===== config.mk =====
export PLATFORM = sky130hd
export DESIGN_NAME = input_sram_stream_reader
export DESIGN_NICKNAME = d
export VERILOG_FILES = /design/src/rtl/input_sram_stream_reader.sv
export SDC_FILE = /design/constraint.sdc
export NUM_CORES = 1
export LEC_CHECK = 0
export CORE_MARGIN = 2
export CORE_UTILIZATION = 52
export CTS_CLUSTER_SIZE = 25
export DETAILED_ROUTE_END_ITERATION = 8
export GPL_ROUTABILITY_DRIVEN = 0
export PLACE_DENSITY = 0.78
export REMOVE_ABC_BUFFERS = 1
export SETUP_SLACK_MARGIN = 0.2
export SLEW_MARGIN = 30
export SYNTH_ARGS = -nofsm -noshare
export SYNTH_HDL_FRONTEND = slang
export SYNTH_SLANG_ARGS = --single-unit

===== constraint.sdc =====
create_clock -name clock -period 7 [get_ports clock]
set_clock_uncertainty 0.1 [all_clocks]
set_input_delay 1.4 -clock clock [delete_from_list [all_inputs] [get_ports clock]]
set_output_delay 1.4 -clock clock [all_outputs]
set_load 0.005 [all_outputs]

===== src/rtl/input_sram_stream_reader.sv =====
// Read-side burst initiator for the input-activation SRAM controller: one read in flight
// at a time, returned words buffered in a small prefetch FIFO and streamed out valid/ready.
module input_sram_stream_reader #(
    parameter int FIFO_DEPTH = 4,
    parameter int MAX_WORDS  = 12288,
    parameter int LEN_W      = 14
) (
    input  logic             clock,
    input  logic             reset,
    input  logic             cmd_valid,
    output logic             cmd_ready,
    input  logic [13:0]      cmd_addr,
    input  logic [LEN_W-1:0] cmd_len,
    output logic [31:0]      r_addr,
    output logic             r_en,
    input  logic             d_ready,
    input  logic [127:0]     r_d,
    output logic             w_en,
    output logic [31:0]      w_addr,
    output logic [127:0]     w_d,
    output logic             out_valid,
    input  logic             out_ready,
    output logic [127:0]     out_data,
    output logic             out_last,
    output logic             busy,
    output logic             done,
    output logic             err
);
    localparam int PTR_W = (FIFO_DEPTH > 1) ? $clog2(FIFO_DEPTH) : 1;
    localparam int CNT_W = PTR_W + 1;
    localparam int SUM_W = ((LEN_W > 14) ? LEN_W : 14) + 1;

    localparam logic [1:0] ST_IDLE  = 2'd0;
    localparam logic [1:0] ST_ISSUE = 2'd1;
    localparam logic [1:0] ST_WAIT  = 2'd2;
    localparam logic [1:0] ST_DRAIN = 2'd3;

    localparam logic [PTR_W-1:0] PTR_ONE   = PTR_W'(1);
    localparam logic [CNT_W-1:0] CNT_ONE   = CNT_W'(1);
    localparam logic [CNT_W-1:0] DEPTH_CNT = CNT_W'(FIFO_DEPTH);
    localparam logic [LEN_W-1:0] LEN_ONE   = LEN_W'(1);
    localparam logic [13:0]      ADDR_ONE  = 14'd1;
    localparam logic [SUM_W-1:0] MAX_SUM   = SUM_W'(MAX_WORDS);

    logic [1:0]       state_q, state_d;
    logic [13:0]      next_addr_q, next_addr_d;
    logic [13:0]      r_addr_q, r_addr_d;
    logic [LEN_W-1:0] remaining_q, remaining_d;
    logic [LEN_W-1:0] to_consume_q, to_consume_d;
    logic             r_en_q, r_en_d;
    logic             done_q, done_d;
    logic             err_q, err_d;
    logic [PTR_W-1:0] wr_ptr_q, wr_ptr_d;
    logic [PTR_W-1:0] rd_ptr_q, rd_ptr_d;
    logic [CNT_W-1:0] count_q, count_d;

    // Each entry carries the last-word tag in bit 128 above the data word.
    logic [128:0]     fifo_mem [FIFO_DEPTH];

    logic             push;
    logic             pop;
    logic [SUM_W-1:0] end_addr;

    assign end_addr = SUM_W'(cmd_addr) + SUM_W'(cmd_len);
    assign push     = (state_q == ST_WAIT) && d_ready;
    assign pop      = out_valid && out_ready;

    always_comb begin
        state_d      = state_q;
        next_addr_d  = next_addr_q;
        r_addr_d     = r_addr_q;
        remaining_d  = remaining_q;
        to_consume_d = to_consume_q;
        r_en_d       = 1'b0;
        done_d       = 1'b0;
        err_d        = 1'b0;

        if (pop) begin
            to_consume_d = to_consume_q - LEN_ONE;
        end

        case (state_q)
            ST_IDLE: begin
                if (cmd_valid) begin
                    if (cmd_len == '0) begin
                        done_d = 1'b1;
                    end else if (end_addr > MAX_SUM) begin
                        err_d = 1'b1;
                    end else begin
                        next_addr_d  = cmd_addr;
                        remaining_d  = cmd_len;
                        to_consume_d = cmd_len;
                        state_d      = ST_ISSUE;
                    end
                end
            end
            ST_ISSUE: begin
                // Nothing is ever in flight while in ISSUE, so occupancy alone is the credit test.
                if (count_q < DEPTH_CNT) begin
                    r_en_d   = 1'b1;
                    r_addr_d = next_addr_q;
                    state_d  = ST_WAIT;
                end
            end
            ST_WAIT: begin
                if (d_ready) begin
                    next_addr_d = next_addr_q + ADDR_ONE;
                    remaining_d = remaining_q - LEN_ONE;
                    state_d     = (remaining_q == LEN_ONE) ? ST_DRAIN : ST_ISSUE;
                end
            end
            ST_DRAIN: begin
                if ((count_q == '0) && (to_consume_q == '0)) begin
                    done_d  = 1'b1;
                    state_d = ST_IDLE;
                end
            end
            default: state_d = ST_IDLE;
        endcase
    end

    always_comb begin
        wr_ptr_d = wr_ptr_q;
        rd_ptr_d = rd_ptr_q;
        count_d  = count_q;
        if (push) begin
            wr_ptr_d = wr_ptr_q + PTR_ONE;
        end
        if (pop) begin
            rd_ptr_d = rd_ptr_q + PTR_ONE;
        end
        if (push && !pop) begin
            count_d = count_q + CNT_ONE;
        end else if (pop && !push) begin
            count_d = count_q - CNT_ONE;
        end
    end

    always_ff @(posedge clock or posedge reset) begin
        if (reset) begin
            state_q      <= ST_IDLE;
            next_addr_q  <= '0;
            r_addr_q     <= '0;
            remaining_q  <= '0;
            to_consume_q <= '0;
            r_en_q       <= 1'b0;
            done_q       <= 1'b0;
            err_q        <= 1'b0;
            wr_ptr_q     <= '0;
            rd_ptr_q     <= '0;
            count_q      <= '0;
        end else begin
            state_q      <= state_d;
            next_addr_q  <= next_addr_d;
            r_addr_q     <= r_addr_d;
            remaining_q  <= remaining_d;
            to_consume_q <= to_consume_d;
            r_en_q       <= r_en_d;
            done_q       <= done_d;
            err_q        <= err_d;
            wr_ptr_q     <= wr_ptr_d;
            rd_ptr_q     <= rd_ptr_d;
            count_q      <= count_d;
        end
    end

    // Storage needs no reset; validity is tracked by count_q.
    always_ff @(posedge clock) begin
        if (push) begin
            fifo_mem[wr_ptr_q] <= {(remaining_q == LEN_ONE), r_d};
        end
    end

    assign cmd_ready = (state_q == ST_IDLE);
    assign busy      = (state_q != ST_IDLE);
    assign r_en      = r_en_q;
    assign r_addr    = {18'd0, r_addr_q};
    assign done      = done_q;
    assign err       = err_q;
    assign out_valid = (count_q != '0);
    assign out_data  = fifo_mem[rd_ptr_q][127:0];
    assign out_last  = out_valid && fifo_mem[rd_ptr_q][128];
    assign w_en      = 1'b0;
    assign w_addr    = 32'd0;
    assign w_d       = 128'd0;

endmodule


After elaboration in Yosys (flattened, before gate mapping)

Memories as Yosys holds them, arrays and structs flattened.
Index checks and enable logic that the tools add are counted.

Register bits: 68
Latch bits: 0
Memory bits (writable): 516
Bits in read-only memories: 0
Output and inout bits: 328
Word-level logic and storage cells: 88
Memories: 1

$add $sub $neg: 8
Multipliers: 0
Div/mod/pow operators: 0
Magnitude comparators: 2
Equal/unequal tests: 10
Shifts and indexed selects: 0
Multiplexer cells: 37
Bitwise gates (word level): 0
Reductions and logical operators: 19

Memories:

| name     | words | width | rd ports | clocked after memory_dff | write ports | line | RTL |
|---|---|---|---|---|---|---|---|
| fifo_mem | 4     | 129   | 1        | 0                        | 1           | 58   | `logic [128:0] fifo_mem [FIFO_DEPTH];` |

Operators with widths:

| cell                                                                    | count |
|---|---|
| 14-bit 2-to-1 mux                                                       | 13 |
| 14-bit one-hot mux with 2 select lines                                  | 2 |
| 14-bit zero test                                                        | 2 |
| 14-bit by 1-bit subtractor with 14-bit output (second input constant)   | 2 |
| 14-bit by 14-bit adder with 15-bit output                               | 1 |
| 15-bit by 14-bit > comparator with 1-bit output (second input constant) | 1 |
| 14-bit by 1-bit adder with 14-bit output (second input constant)        | 1 |
| 14-bit by 1-bit == test with 1-bit output (second input constant)       | 1 |
| 2-bit 2-to-1 mux                                                        | 7 |
| 2-bit inequality test (second input constant)                           | 6 |
| 1-bit 2-to-1 mux                                                        | 11 |
| 2-bit one-hot mux with 4 select lines                                   | 1 |
| 1-bit logical AND                                                       | 6 |
| 3-bit 2-to-1 mux                                                        | 2 |
| 6-bit AND reduction                                                     | 1 |
| 2-bit nonzero test                                                      | 3 |
| 5-bit AND reduction                                                     | 1 |
| 2-bit by 1-bit adder with 2-bit output (second input constant)          | 2 |
| 2-bit == test (second input constant)                                   | 2 |
| 3-bit by 1-bit adder with 3-bit output (second input constant)          | 1 |
| 3-bit zero test                                                         | 1 |
| 3-bit less-than comparator (second input constant)                      | 1 |
| 3-bit nonzero test                                                      | 1 |
| 3-bit by 1-bit subtractor with 3-bit output (second input constant)     | 1 |
| other kinds (5)                                                         | 6 |

Depth between registers and ports, before layout

Depth in word-level cells: 7
Gate-level depth with buffers: 13
Depth with buffers taken out: 11

Worst setup path before layout

No wires, ideal clock.

Path type: input to register
Start: input d_ready
End: memory fifo_mem[0][0], enable pin
Setup time: 504 ps
Arrival time: 4995 ps
Data required time: 6396 ps
Slack: 1401 ps
Stages on the path: 3
Buffers on the path: 2
Path through: clkbuf_1 > clkbuf_1 > and3_1

Longest elaborated chain between the ends: 3

RTL lines:

| item                                   | line | RTL |
|---|---|---|
| start: declaration                     | 16   | `input logic d_ready,` |
| 1-bit logical AND                      | 65   | `assign push = (state_q == ST_WAIT) && d_ready;` |
| 1-bit 2-to-1 mux                       | 169  | `if (push) begin` |
| 1-bit 2-to-1 mux (not written as such) | 170  | `fifo_mem[wr_ptr_q] <= {(remaining_q == LEN_ONE), r_d};` |
| end: declaration                       | 58   |  |

No other way between the ends.

Worst setup path after layout

Start: register rd_ptr_q[0]
End: output out_data[96]

Longest elaborated chain between the ends: 1

RTL lines:

| item                     | line | RTL |
|---|---|---|
| start: declaration       | 54   | `logic [PTR_W-1:0] rd_ptr_q, rd_ptr_d;` |
| start signal: assignment | 162  | `rd_ptr_q <= rd_ptr_d;` |
| memory 4 x 129 bit       | --   |  |
| end: declaration         | 23   | `output logic [127:0] out_data,` |

No other way between the ends.

==> run_results.csv <==
group,metric,value,unit
detailed_routing,drt-total-wl,52360,µm
sta,period_needed,4.629,ns
clocking,htreeDepth,2,
critical_path,critPathSlowestCell,"dfrtp_4",
run,drv_cap,0,
floorplanning,initial_core_util,0.5262,
global_routing,grt_antenna_before_repair,8,
clocking,cts_hold_buf,0,
critical_path,arrival,3.13,ns
pwr,power_density,375.8,mW/mm²
logic_synthesis,synth_cell_types,62,
critical_path,path_buf_inv,2,
clocking,root_buffer,"clkbuf_16",
critical_path,timing.rr.end,"fifo_mem[0][103]$_DFFE_PP_",
pwr,p_switching,3.147,mW
min_path,hold_depth,1,
logic_synthesis,async_flop_share,0.1164,
clocking,cts_made_buffers,56,
logic_synthesis,ys_seq_area_frac,0.7035,
logic_synthesis,netlist_area,0.02444,mm²
pwr,pwr-share-comb,0.314,
clocking,tritoncts,"built",
clocking,max-clock-path-buffers,3,
detailed_routing,vias,13070,
logic_synthesis,avgSynthCellArea,17.66,µm²
floorplanning,die_w,220.8,µm
floorplanning,fp.dieH,220.8,µm
detailed_routing,first_iter_violations,946,
clocking,clkLatencyLatePin,0.60,ns
critical_path,critPathLaunch,"rd_ptr_q[0]$_DFFE_PP0P_",
detailed_routing,antenna_left,0,
min_path,min_to,"r_addr_q[3]$_DFFE_PP0P_",
floorplanning,core,0.04646,mm²
cells_and_area,final_core_util,0.6352,
sta,tightestPinTransition,0.9287,ns
global_routing,grt_pass1_vias,13030,
cells_and_area,layout-drive-gt1-share,0.1480,
logic_synthesis,yosysWarnings,0,
clocking,clk_pin_slew,0.06,ns
cells_and_area,syn2layout_area_growth,20.72,%
cells_and_area,fin_nets,1902,
critical_path,start_kind,"flip-flop",
critical_path,critPathMaxStageDelay,0.75,ns
critical_path,crit_path_end_kind,"output pin",
sta,setup_slack,2.371,ns
pwr,power_frac_seq,0.417,
sta,finalSetupViolations,0,
pwr,vdd_ir_drop_max,0.2296,mV
floorplanning,die_area,0.04876,mm²
global_routing,grt_first_pass_wirelength,79100,µm
sta,rsz0062_at_grt,"no",
critical_path,worstPathRequired,5.50,ns
placed_design,numPortBuffers,309,
critical_path,critPathKind,"flip-flop to output pin",
pwr,p_leak,10.10,nW
sta,slew_viol_final,0,
critical_path,r2r_slack,3.80,ns
sta,finalCritPeriodShare,0.6613,
run_status,status,"finished, final reports clean",
min_path,min_from,"r_addr_q[3]$_DFFE_PP0P_",
cells_and_area,fill_cells,3254,
detailed_routing,via_per_inst,5.518,
pwr,pwr-share-clk,0.269,
floorplanning,rows,79,
logic_synthesis,syn-instance-count,1384,
clocking,postCtsSetupRepairBufs,0,
critical_path,crit_family,"buffers and inverters",
global_routing,gr-total-overflow,0,
critical_path,cp_cell_sequence,"buf_12, mux4_2, clkdlybuf4s50_1",
critical_path,crit_fanout,79,
logic_synthesis,yosys_most_used_dff,"edfxtp_1",
global_routing,grt_max_degree,130,
logic_synthesis,ys_seq_elements,584,
sta,hold_viol,0,
placed_design,dp_slack,1.578,ns
pwr,p_int,7.942,mW
global_routing,grt_util_all_layers,0.2109,
min_path,hold_path_class,"flip-flop to flip-flop",
sta,max_freq,216.0,MHz
critical_path,reg2regPathDepth,5,
critical_path,reg2reg_from,"state_q[0]$_DFFE_PP0P_",
placed_design,dp_hpwl,32860,µm
sta,relSlewSlack,0.3809,
logic_synthesis,synth-edff-count,516,
clocking,cts_resized,0,
detailed_routing,routedWlPerCell,22.10,µm
clocking,cts_sinks,584,
detailed_routing,drtPass1Iterations,5,
floorplanning,num_io_pins,489,
detailed_routing,drc,0,
pwr,p_sw_frac,0.2838,
## sequential cells by signal, indices dropped and copies added (netlist names)
signal,count
fifo_mem,516
next_addr_q,14
r_addr_q,14
remaining_q,14
to_consume_q,14
count_q,3
rd_ptr_q,2
state_q,2
wr_ptr_q,2
done,1
err,1
r_en,1
## per-layer routing
| metal | share of wire | track usage | vias to the layer above |
|---|---|---|---|
| met5 | 0.00099 | 0 | - |
| met4 | 0.020 | 0.05283 | 8 |
| met3 | 0.079 | 0.05484 | 86 |
| met2 | 0.50 | 0.3442 | 536 |
| met1 | 0.40 | 0.2860 | 6708 |
| li1 | - | - | 5733 |
## cells by family (layout without fill, tap and decap cells)
logic type	Yosys count	after routing	share of synthesized area
AOI/OAI and AO/OA	159	159	0.04069
xor gates and xnor gates	20	20	0.007166
adders and majority gates	29	29	0.01546
buffers and inverters	252	447	0.06777
DFF	584	584	0.7035
muxes	149	149	0.1278
other	1	184	0.0001534
and+or+nand+nor	190	190	0.03747
## final cells by class
type | count | area, µm² | area share
clock inverter | 37 | 384.1 | 0.01302
antenna | 5 | 12.51 | 0.0004240
tap | 607 | 759.5 | 0.02574
clock buffer | 66 | 1439 | 0.04876
inverter | 20 | 77.57 | 0.002629
timing repair buffer | 324 | 3349 | 0.1135
sequential | 584 | 17200 | 0.5830
multi-input combinational | 726 | 6285 | 0.2130
## Yosys cell counts (all sizes together), types with 2 or more instances
cell       n  area [µm²]
o211ai     5       42.54
mux2      15       168.9
nor2b      7       43.79
ha        27       337.8
nand3     17       85.08
fa         2       40.04
inv       20       77.58
edfxtp   516       15490
o22ai      7       43.79
o21a       3       22.52
xor2      10       87.58
a211o      4       35.03
xnor2     10       87.58
nor2      47       176.4
or3        4       25.02
mux2i      5       50.05
o2bb2ai    4       41.29
nand2     58       217.7
dfrtp     68        1702
a31oi      3       18.77
mux4     129        2905
nor3      10       50.05
clkbuf    28       105.1
o31ai      6       45.04
nor3b      2       15.01
nor4       8       56.30
nand4      5       31.28
buf      204        1474
nand2b     6       37.54
and3      13       81.33
o21ai     38       201.5
nand4b     4       35.03
and2       7       43.79
o32ai      2       17.52
a41oi      3       26.28
a21oi     69       345.3
## worst max-delay path by stage
stage / cells past startpoint / end
after floorplan: 2 / out_last
after global placement: 12 / remaining_q[13]$_DFFE_PP0P_
after detailed placement: 12 / remaining_q[13]$_DFFE_PP0P_
after CTS: 12 / remaining_q[13]$_DFFE_PP0P_
after global routing: 3 / out_data[81]
final: 3 / out_data[96]
## per-stage QoR
step	total power, mW	std cells	area (µm²)	TNS [ns]	hold WS, ns
detailed placement	8.192	2261	27670	0	0.3964
CTS	11.21	2364	29490	0	0.4111
global placement	8.113	2257	27570	0	0.3936
global route	11.58	2367	29510	0	0.4226
floorplan	6.665	1330	23530	-21.51	0.3775
finish	11.09	2369	29510	0	0.4067
## placed cells by master, fill, tap and decap left out, types with 8 or more instances in the layout
cell,n
edfxtp_1,516
clkdlybuf4s50_1,309
conb_1,179
mux4_2,129
a21oi_1,69
dfrtp_1,66
nand2_1,58
clkbuf_16,56
nor2_1,47
o21ai_0,37
ha_1,26
inv_1,18
nand3_1,17
mux2_2,15
clkinv_2,12
nor3_1,10
xor2_1,10
xnor2_1,10
clkbuf_1,10
and3_1,9
clkinv_1,9
buf_12,8
## power by group through the flow
stage / Sequential, mW / Combinational, mW / Clock, mW
5_1_grt: 4.68 / 3.72 / 3.18
3_5_place_dp: 4.70 / 3.49 / 0
3_3_place_gp: 4.67 / 3.44 / 0
6_report: 4.63 / 3.48 / 2.98
2_1_floorplan: 4.82 / 1.85 / 0
4_1_cts: 4.63 / 3.52 / 3.06
Power figures use the tool's default switching activity.
